File: config.mk
export PLATFORM = sky130hd
export DESIGN_NAME = stream_demux_1_to_n
export DESIGN_NICKNAME = d
export VERILOG_FILES = /design/src/rtl/stream_demux_pkg.sv /design/src/rtl/demux_1_to_n.sv /design/src/rtl/stream_demux_1_to_n.sv
export SDC_FILE = /design/constraint.sdc
export NUM_CORES = 1
export LEC_CHECK = 0
export CORE_MARGIN = 2
export CORE_UTILIZATION = 39
export CTS_CLUSTER_DIAMETER = 100
export DETAILED_ROUTE_END_ITERATION = 10
export PLACE_DENSITY = 0.81
export RECOVER_POWER = 25
export SETUP_SLACK_MARGIN = 0.5
export SKIP_LAST_GASP = 1
export SLEW_MARGIN = 20
export SYNTH_ARGS = -nofsm -noshare
export SYNTH_HDL_FRONTEND = slang
export SYNTH_HIERARCHICAL = 1
export SYNTH_SLANG_ARGS = --single-unit
File: constraint.sdc
create_clock -name clk -period 1.9 [get_ports clk]
set_input_delay 0.57 -clock clk [delete_from_list [all_inputs] [get_ports clk]]
set_output_delay 0.57 -clock clk [all_outputs]
set_load 0.01 [all_outputs]
File: src/rtl/stream_demux_pkg.sv
// Shared types and default parameters for the 1-to-N valid/ready stream demultiplexer.
package stream_demux_pkg;

  typedef enum logic [1:0] {
    IDLE = 2'd0,
    PKT  = 2'd1,
    DROP = 2'd2
  } state_t;

  localparam int N_OUTS_DEF = 4;
  localparam int W_DEF      = 8;

endpackage

File: src/rtl/demux_1_to_n.sv
// Combinational binary-select to one-hot decoder gated by a single enable input.
module demux_1_to_n #(
  parameter int N_OUTS = 4,
  parameter int SEL_W  = $clog2(N_OUTS)
) (
  input  logic              in,
  input  logic [SEL_W-1:0]  sel,
  output logic [N_OUTS-1:0] out
);

  genvar gi;
  generate
    for (gi = 0; gi < N_OUTS; gi++) begin : g_out
      assign out[gi] = in && (sel == SEL_W'(gi));
    end
  endgenerate

endmodule

File: src/rtl/stream_demux_1_to_n.sv
// Packet-aware 1-to-N stream demultiplexer with a single registered output stage.
// Destination is chosen on the first beat and held for the rest of the packet.
module stream_demux_1_to_n
  import stream_demux_pkg::*;
#(
  parameter int N_OUTS = N_OUTS_DEF,
  parameter int W      = W_DEF,
  parameter int SEL_W  = $clog2(N_OUTS)
) (
  input  logic              clk,
  input  logic              rst,
  input  logic              up_valid,
  output logic              up_ready,
  input  logic [W-1:0]      up_data,
  input  logic              up_last,
  input  logic [SEL_W-1:0]  up_sel,
  output logic [N_OUTS-1:0] down_valid,
  input  logic [N_OUTS-1:0] down_ready,
  output logic [W-1:0]      down_data,
  output logic              down_last,
  output logic              drop
);

  state_t             state_reg, state_next;
  logic               full_reg, full_next;
  logic [W-1:0]       data_reg, data_next;
  logic               last_reg, last_next;
  logic [SEL_W-1:0]   dest_reg, dest_next;
  logic               drop_reg, drop_next;

  logic [N_OUTS-1:0]  dest_onehot;
  logic               dest_ready;
  logic               sel_ok;
  logic               accept;

  demux_1_to_n #(.N_OUTS(N_OUTS), .SEL_W(SEL_W)) u_valid_demux (
    .in  (full_reg),
    .sel (dest_reg),
    .out (down_valid)
  );

  demux_1_to_n #(.N_OUTS(N_OUTS), .SEL_W(SEL_W)) u_ready_demux (
    .in  (1'b1),
    .sel (dest_reg),
    .out (dest_onehot)
  );

  assign dest_ready = |(dest_onehot & down_ready);

  // An out-of-range select is only possible when N_OUTS leaves unused codes.
  generate
    if ((1 << SEL_W) == N_OUTS) begin : g_pow2
      assign sel_ok = 1'b1;
    end else begin : g_npow2
      assign sel_ok = (up_sel < SEL_W'(N_OUTS));
    end
  endgenerate

  assign up_ready = (state_reg == DROP) || !full_reg || dest_ready;
  assign accept   = up_valid && up_ready;

  always_comb begin
    state_next = state_reg;
    full_next  = full_reg;
    data_next  = data_reg;
    last_next  = last_reg;
    dest_next  = dest_reg;
    drop_next  = 1'b0;

    if (full_reg && dest_ready) begin
      full_next = 1'b0;
    end

    case (state_reg)
      IDLE: begin
        if (accept) begin
          if (sel_ok) begin
            full_next = 1'b1;
            data_next = up_data;
            last_next = up_last;
            dest_next = up_sel;
            if (!up_last) state_next = PKT;
          end else begin
            drop_next = 1'b1;
            if (!up_last) state_next = DROP;
          end
        end
      end
      // dest_reg still holds the destination latched on the first beat.
      PKT: begin
        if (accept) begin
          full_next = 1'b1;
          data_next = up_data;
          last_next = up_last;
          if (up_last) state_next = IDLE;
        end
      end
      DROP: begin
        if (accept) begin
          drop_next = 1'b1;
          if (up_last) state_next = IDLE;
        end
      end
      default: state_next = IDLE;
    endcase
  end

  always_ff @(posedge clk) begin
    if (rst) begin
      state_reg <= IDLE;
      full_reg  <= 1'b0;
      data_reg  <= '0;
      last_reg  <= 1'b0;
      dest_reg  <= '0;
      drop_reg  <= 1'b0;
    end else begin
      state_reg <= state_next;
      full_reg  <= full_next;
      data_reg  <= data_next;
      last_reg  <= last_next;
      dest_reg  <= dest_next;
      drop_reg  <= drop_next;
    end
  end

  assign down_data = data_reg;
  assign down_last = last_reg;
  assign drop      = drop_reg;

endmodule

==> summary.txt, run 1 <==
Clocking
  • Clock transition at path regs: 0.08 ns
  • CTS HTree Levels: 1
  • Clk buf depth: 2
  • CTS tree: yes
  • CTS Buf Count: 3
  • CTS hold repair buffers: 0
  • Root buf cell: clkbuf_4
  • Clock latency on the worst-skew pair: 0.26 ns
  • Num Clock Sinks: 13

Final layout
  • Fill cell count: 158
  • Commonest non-fill, non-tap cell in the layout: nand2b_1
  • Final Core Density: 66.5%
  • Area Overhead vs Synth: 62.7%
  • Layout Cells excl Fill: 135
  • Final net count: 137
  • Max FFs per register: 8
  • Ratio of cells with drive above 1 in the final layout: 35.6%
  • Ant diodes: 0
  • Most frequent cells in the layout: 23 x nand2b_1, 14 x clkdlybuf4s50_1, 11 x mux2i_1
  • FF+latch area: 268 sq um
  • Multi-input combinational cell area: 448 sq um

Worst setup path
  • Critical path data arrival time: 1.38 ns
  • CP max FO: 2
  • Critical path capture point type: output pin
  • WS Path Type: primary input to output pin
  • Crit path required time: 1.33 ns
  • CP bufs+invs: 2
  • Cell Chain, Critical Path: dlygate4sd2_1 -> a222oi_1 -> nand2_1 -> buf_2
  • Slowest stage delay, CP: 0.34 ns
  • CP max stage cell: a222oi_1
  • Startpoint Class: primary input
  • Delay-heaviest family, CP: buffers and inverters

Route
  • Drt pass-1 iters: 4
  • Initial DRC Count: 5
  • Detail Route Antenna Nets: 0
  • Via density: 4.79
  • Routed wire length: 1570 um
  • Drt wl/cell: 11.6 um
  • Total number of vias: 647
  • DR DRC count: 0

Global routing
  • GRT Total Usage: 16.5%
  • Grt ovf: 0
  • First-pass GRT wire length: 2530 um
  • Largest net degree at the start of global routing: 15
  • Vias in the first global route: 616
  • Antenna violations before repair: 0

Yosys
  • Post-synthesis sequential area ratio: 37.7%
  • Cell count after synthesis: 71
  • #FFs+latches synth: 13
  • Post-Syn Area: 691 sq um
  • Yosys warnings: 6
  • Mapped Avg Cell Area: 9.73 sq um
  • Synth unique cells: 18

Status
  • Violations in the final reports: setup timing
  • Status: finished, violations left

Floorplan
  • CORE AREA: 0.00169 sq mm
  • Cell row count: 15
  • Die extent in x: 46.1 um
  • DIE HEIGHT: 46.1 um
  • Initial Utilization: 40.9%
  • Die area: 0.00212 sq mm
  • # IOs: 33

Timing
  • Final hold vios: 0
  • Fmax: 0.512 GHz
  • Final period util: 103%
  • Final setup vio count: 1
  • RSZ-0062 raised after global routing: yes
  • Final min period: 1.95 ns
  • Max Clock Skew: 0.00190 ns
  • Final WS setup: -0.0542 ns
  • Max Slew Vio Count: 0

Place
  • HPWL Detailed: 1200 um
  • Worst slack at placement: -0.630 ns
  • Port Buffers: 31
  • GPL Wtd Cong: 0.763
  • Total placed cells including tap cells: 128

Power
  • Overall power: 0.000659 W
  • Pwr/cell area: 587 mW/mm^2
  • Max rail drop VDD: 416 uV
  • LEAKAGE: 0.524 nW

Min path
  • Path type of the worst min-delay path: register to register

Job
  • Max-cap violations: 0
-- synth_stat cells --
cell	number	area (sq um)
nor3b_2	2	25.0
a21oi_1	2	10.0
a222oi_1	1	10.0
nand2_1	1	3.75
mux2i_1	11	110
nor2b_1	1	6.26
a21boi_0	1	7.51
a21boi_1	1	7.51
buf_6	1	11.3
buf_4	1	7.51
mux2_4	1	15.0
clkbuf_1	2	7.51
dfxtp_1	13	260
conb_1	2	7.51
nor2_1	2	7.51
nand2b_1	23	144
and3b_1	4	35.0
and3_2	2	15.0
-- cell families (layout without fill, tap and decap cells) --
family | after synthesis | in the layout | synth area share [%]
buffers and inverters | 4 | 48 | 3.81
muxes | 12 | 12 | 18.1
other | 2 | 5 | 1.09
and+or+nand+nor | 35 | 35 | 34.2
AOI/OAI and AO/OA | 5 | 5 | 5.07
DFF | 13 | 13 | 37.7
-- worst paths after layout --
check	startpoint	to	slack [ns]	depth (start not counted)
worst max-delay path	down_ready[3]	up_ready	-0.05	4
worst max register to register	dest_reg[0]	down_data[6]	0.13	9
worst min register to register	down_data[0]	down_data[0]	0.47	2
worst min-delay path	down_data[0]	down_data[0]	0.47	2
-- power breakdown --
group	total [W]	internal [W]	leakage, nW	switching [W]
clock	0.000164	0.0000810	0.0150	0.0000830
sequential	0.000305	0.000294	0.109	0.0000111
combinational	0.000190	0.000115	0.400	0.0000746
total	0.000659	0.000490	0.524	0.000169
-- metal layers --
layer	wire length [um]	vias up	track usage (%)
met1	666	293	19.3
met4	6	0	5.14
met3	101	2	2.75
li1	-	328	-
met5	0	-	0
met2	793	24	30.0
-- worst min-delay path, stage by stage (launching register included) --
cell and delay [ns]:
dfxtp_1 0.32, nand2b_1 0.06, mux2i_1 0.05
-- area by class of cell --
type                       instances  area share, %
sequential                        13           23.8
clock buffer                       4           2.34
tap                               17           1.89
timing repair buffer              44           32.1
multi-input combinational         57           39.9
-- what timing repair did --
| item | CTS | global route |
|---|---|---|
| hold endpoints to repair | 0 | 0 |
| setup endpoints to repair | 27 | 26 |
| resized for setup | 67 | 13 |
| pin swaps | 6 | 4 |
| setup buffers | 2 | 1 |
-- per-stage QoR --
stage / instance area, sq um / setup TNS, ns / hold slack (ns)
after global placement: 1080 / -2.04 / 0.457
after floorplan: 703 / 0 / 0.493
after global routing: 1120 / -0.114 / 0.504
after CTS: 1150 / -0.0513 / 0.478
after detailed placement: 1080 / -2.68 / 0.463
final: 1120 / -0.0542 / 0.474
(Power assumes the default switching activity.)
==> inputs of run 2 (changes only) <==
--- a/config.mk
+++ b/config.mk
@@ -5,6 +5,7 @@
 export SDC_FILE = /design/constraint.sdc
 export NUM_CORES = 1
 export LEC_CHECK = 0
+export ABC_AREA = 1
 export CORE_MARGIN = 2
 export CORE_UTILIZATION = 39
 export CTS_CLUSTER_DIAMETER = 100
==> summary.txt, run 2 <==
Status
  • Status: finished, final reports clean

Worst setup path
  • Critical R2R Capture: dest_reg[1]
  • Critical path data arrival time: 1.16 ns
  • R2R setup slack: 0.50 ns
  • CP max FO: 2
  • Critical path capture point type: output pin
  • CP endpoint: up_ready
  • R2R depth: 11
  • Crit path required time: 1.33 ns
  • Startpoint Class: primary input
  • WS Path Type: primary input to output pin
  • RR Startpoint: dest_reg[1]
  • Timing startpoint of the critical path: down_ready[1]

Timing
  • RSZ-0062 raised after global routing: yes
  • Max Clock Skew: 0.00277 ns
  • Final setup vio count: 0
  • Setup TNS: 0 ns
  • Final min period: 1.73 ns
  • Final period util: 91.1%
  • Max Slew Vio Count: 0
  • Final hold vios: 0
  • Fmax: 0.578 GHz
  • Worst hold slack: 0.460 ns

Clocking
  • CTS tree: yes
  • Clock latency on the worst-skew pair: 0.27 ns
  • CTS hold repair buffers: 0
  • Num Clock Sinks: 13
  • Clock transition at path regs: 0.08 ns
  • Root buf cell: clkbuf_4
  • Clk buf depth: 2
  • CTS Buf Count: 3
  • CTS HTree Levels: 1

Yosys
  • Count leader, synth: nand2_1
  • Mapped Avg Cell Area: 7.52 sq um
  • Post-synthesis sequential area ratio: 36.8%
  • Cell count after synthesis: 94
  • Primary FF master, synth: dfxtp_1
  • Number of synthesized flops with an enable pin: 0
  • Synth unique cells: 17
  • Async S/R FF share, synth: 0%
  • Area leader, netlist: dfxtp_1
  • Yosys warnings: 6
  • #FFs+latches synth: 13
  • Post-Syn Area: 707 sq um
  • Area contributors post-synth: dfxtp_1 37%, a21oi_2 9.9%, nand2_1 8.0%
  • Yosys top cell area share: 36.8%
  • Most frequent cells after synthesis: 15 x nand2_1, 13 x dfxtp_1, 13 x inv_1

Floorplan
  • Die extent in x: 46.6 um
  • Cell row count: 15
  • CORE AREA: 0.00171 sq mm
  • # IOs: 33
  • Die area: 0.00217 sq mm
  • DIE HEIGHT: 46.6 um
  • Initial Utilization: 41.4%

Route
  • Via density: 4.41
  • Wire length on met1: 673 um
  • Top layer in use: met4
  • Wire length on met3: 131 um
  • Routed wire length: 1590 um
  • Detail Route Antenna Nets: 0
  • Drt wl/cell: 9.93 um
  • Initial DRC Count: 4
  • DR DRC count: 0
  • Met2 WL: 769 um
  • Total number of vias: 705
  • Drt pass-1 iters: 4

Min path
  • Path type of the worst min-delay path: register to register

Final layout
  • Ant diodes: 0
  • Final instance area: 0.00109 sq mm
  • Ratio of cells with drive above 1 in the final layout: 48.1%
  • Final Core Density: 63.9%
  • Final net count: 154
  • Max FFs per register: 8
  • Area Overhead vs Synth: 54.3%
  • Most frequent cells in the layout: 12 x nand2_2, 12 x clkdlybuf4s50_1, 10 x nand2_1, 10 x nand3_1

Place
  • Placed cell areas: 0.00104 sq mm
  • Port Buffers: 31
  • HPWL Detailed: 1120 um
  • GPL Wtd Cong: 0.757

Power
  • LEAKAGE: 0.505 nW
  • Max rail drop VDD: 430 uV
  • Pwr/cell area: 634 mW/mm^2

Global routing
  • Vias in the first global route: 637
  • First-pass GRT wire length: 2640 um
  • GRT Total Usage: 16.9%
  • Largest net degree at the start of global routing: 15
  • Grt ovf: 0
  • Antenna violations before repair: 0

Job
  • Max-cap violations: 0
run 2: cell count changes in the layout (fill, tap and decap cells not counted), sizes merged, moves of 9 or more:
cell,previous run,this run
mux2i,11,0
inv,0,14
nor2,2,11
nand2,1,26
a21oi,2,11
nand2b,23,0
nand3,0,10
run 2: area by class of cell:
type                            count  area, sq um
Inverter                           14         55.1
Timing Repair Buffer               41          318
Fill cell                         159          617
Tap cell                           25         31.3
Clock buffer                        4         26.3
Multi-Input combinational cell     63          384
Sequential cell                    13          277
run 2: kinds of logic after synthesis:
logic type	synth area share, %
compound gates	12.0
buf+inv	15.2
flops	36.8
other cells	1.06
simple gates	34.9
run 2: worst min path at each step:
stage / from / endpoint / slack (ns) / cells past startpoint
floorplan: state_reg[0] / state_reg[0] / 0.47 / 2
global placement: down_last / down_last / 0.45 / 2
detailed placement: down_last / down_last / 0.46 / 2
CTS: down_data[6] / down_data[6] / 0.46 / 2
global route: down_data[6] / down_data[6] / 0.48 / 2
finish: down_data[6] / down_data[6] / 0.46 / 2
run 2: power breakdown:
part	switching, W	internal, W
combinational	0.000107	0.000102
sequential	0.0000186	0.000297
clock	0.0000863	0.0000811
total	0.000212	0.000480
run 2: through the flow:
| stage | instances | worst slack, ns | total power (W) |
|---|---|---|---|
| floorplan | 95 | 0.348 | 0.000435 |
| global placement | 151 | -0.496 | 0.000517 |
| detailed placement | 151 | -0.495 | 0.000520 |
| CTS | 156 | 0.174 | 0.000680 |
| global route | 160 | 0.103 | 0.000733 |
| finish | 160 | 0.169 | 0.000691 |
run 2: repair_timing:
action / 4_1_cts / 5_1_grt
resized for setup: 74 / 18
pin swaps: 6 / 6
gates cloned: 0 / 0
buffers inserted: 1 / 4
setup endpoints to repair: 27 / 25
run 2: per-layer routing:
| metal | GRT usage (%) | vias to the layer above |
|---|---|---|
| li1 | - | 368 |
| met1 | 21.7 | 305 |
| met2 | 27.8 | 30 |
| met3 | 2.75 | 2 |
| met4 | 6.86 | 0 |
| met5 | 0 | - |
run 2: critical path, cell delays in order:
cell             delay, ns
clkdlybuf4s15_1       0.17
nand2_1               0.08
inv_2                 0.05
nor2_4                0.12
nand2_4               0.06
buf_6                 0.11
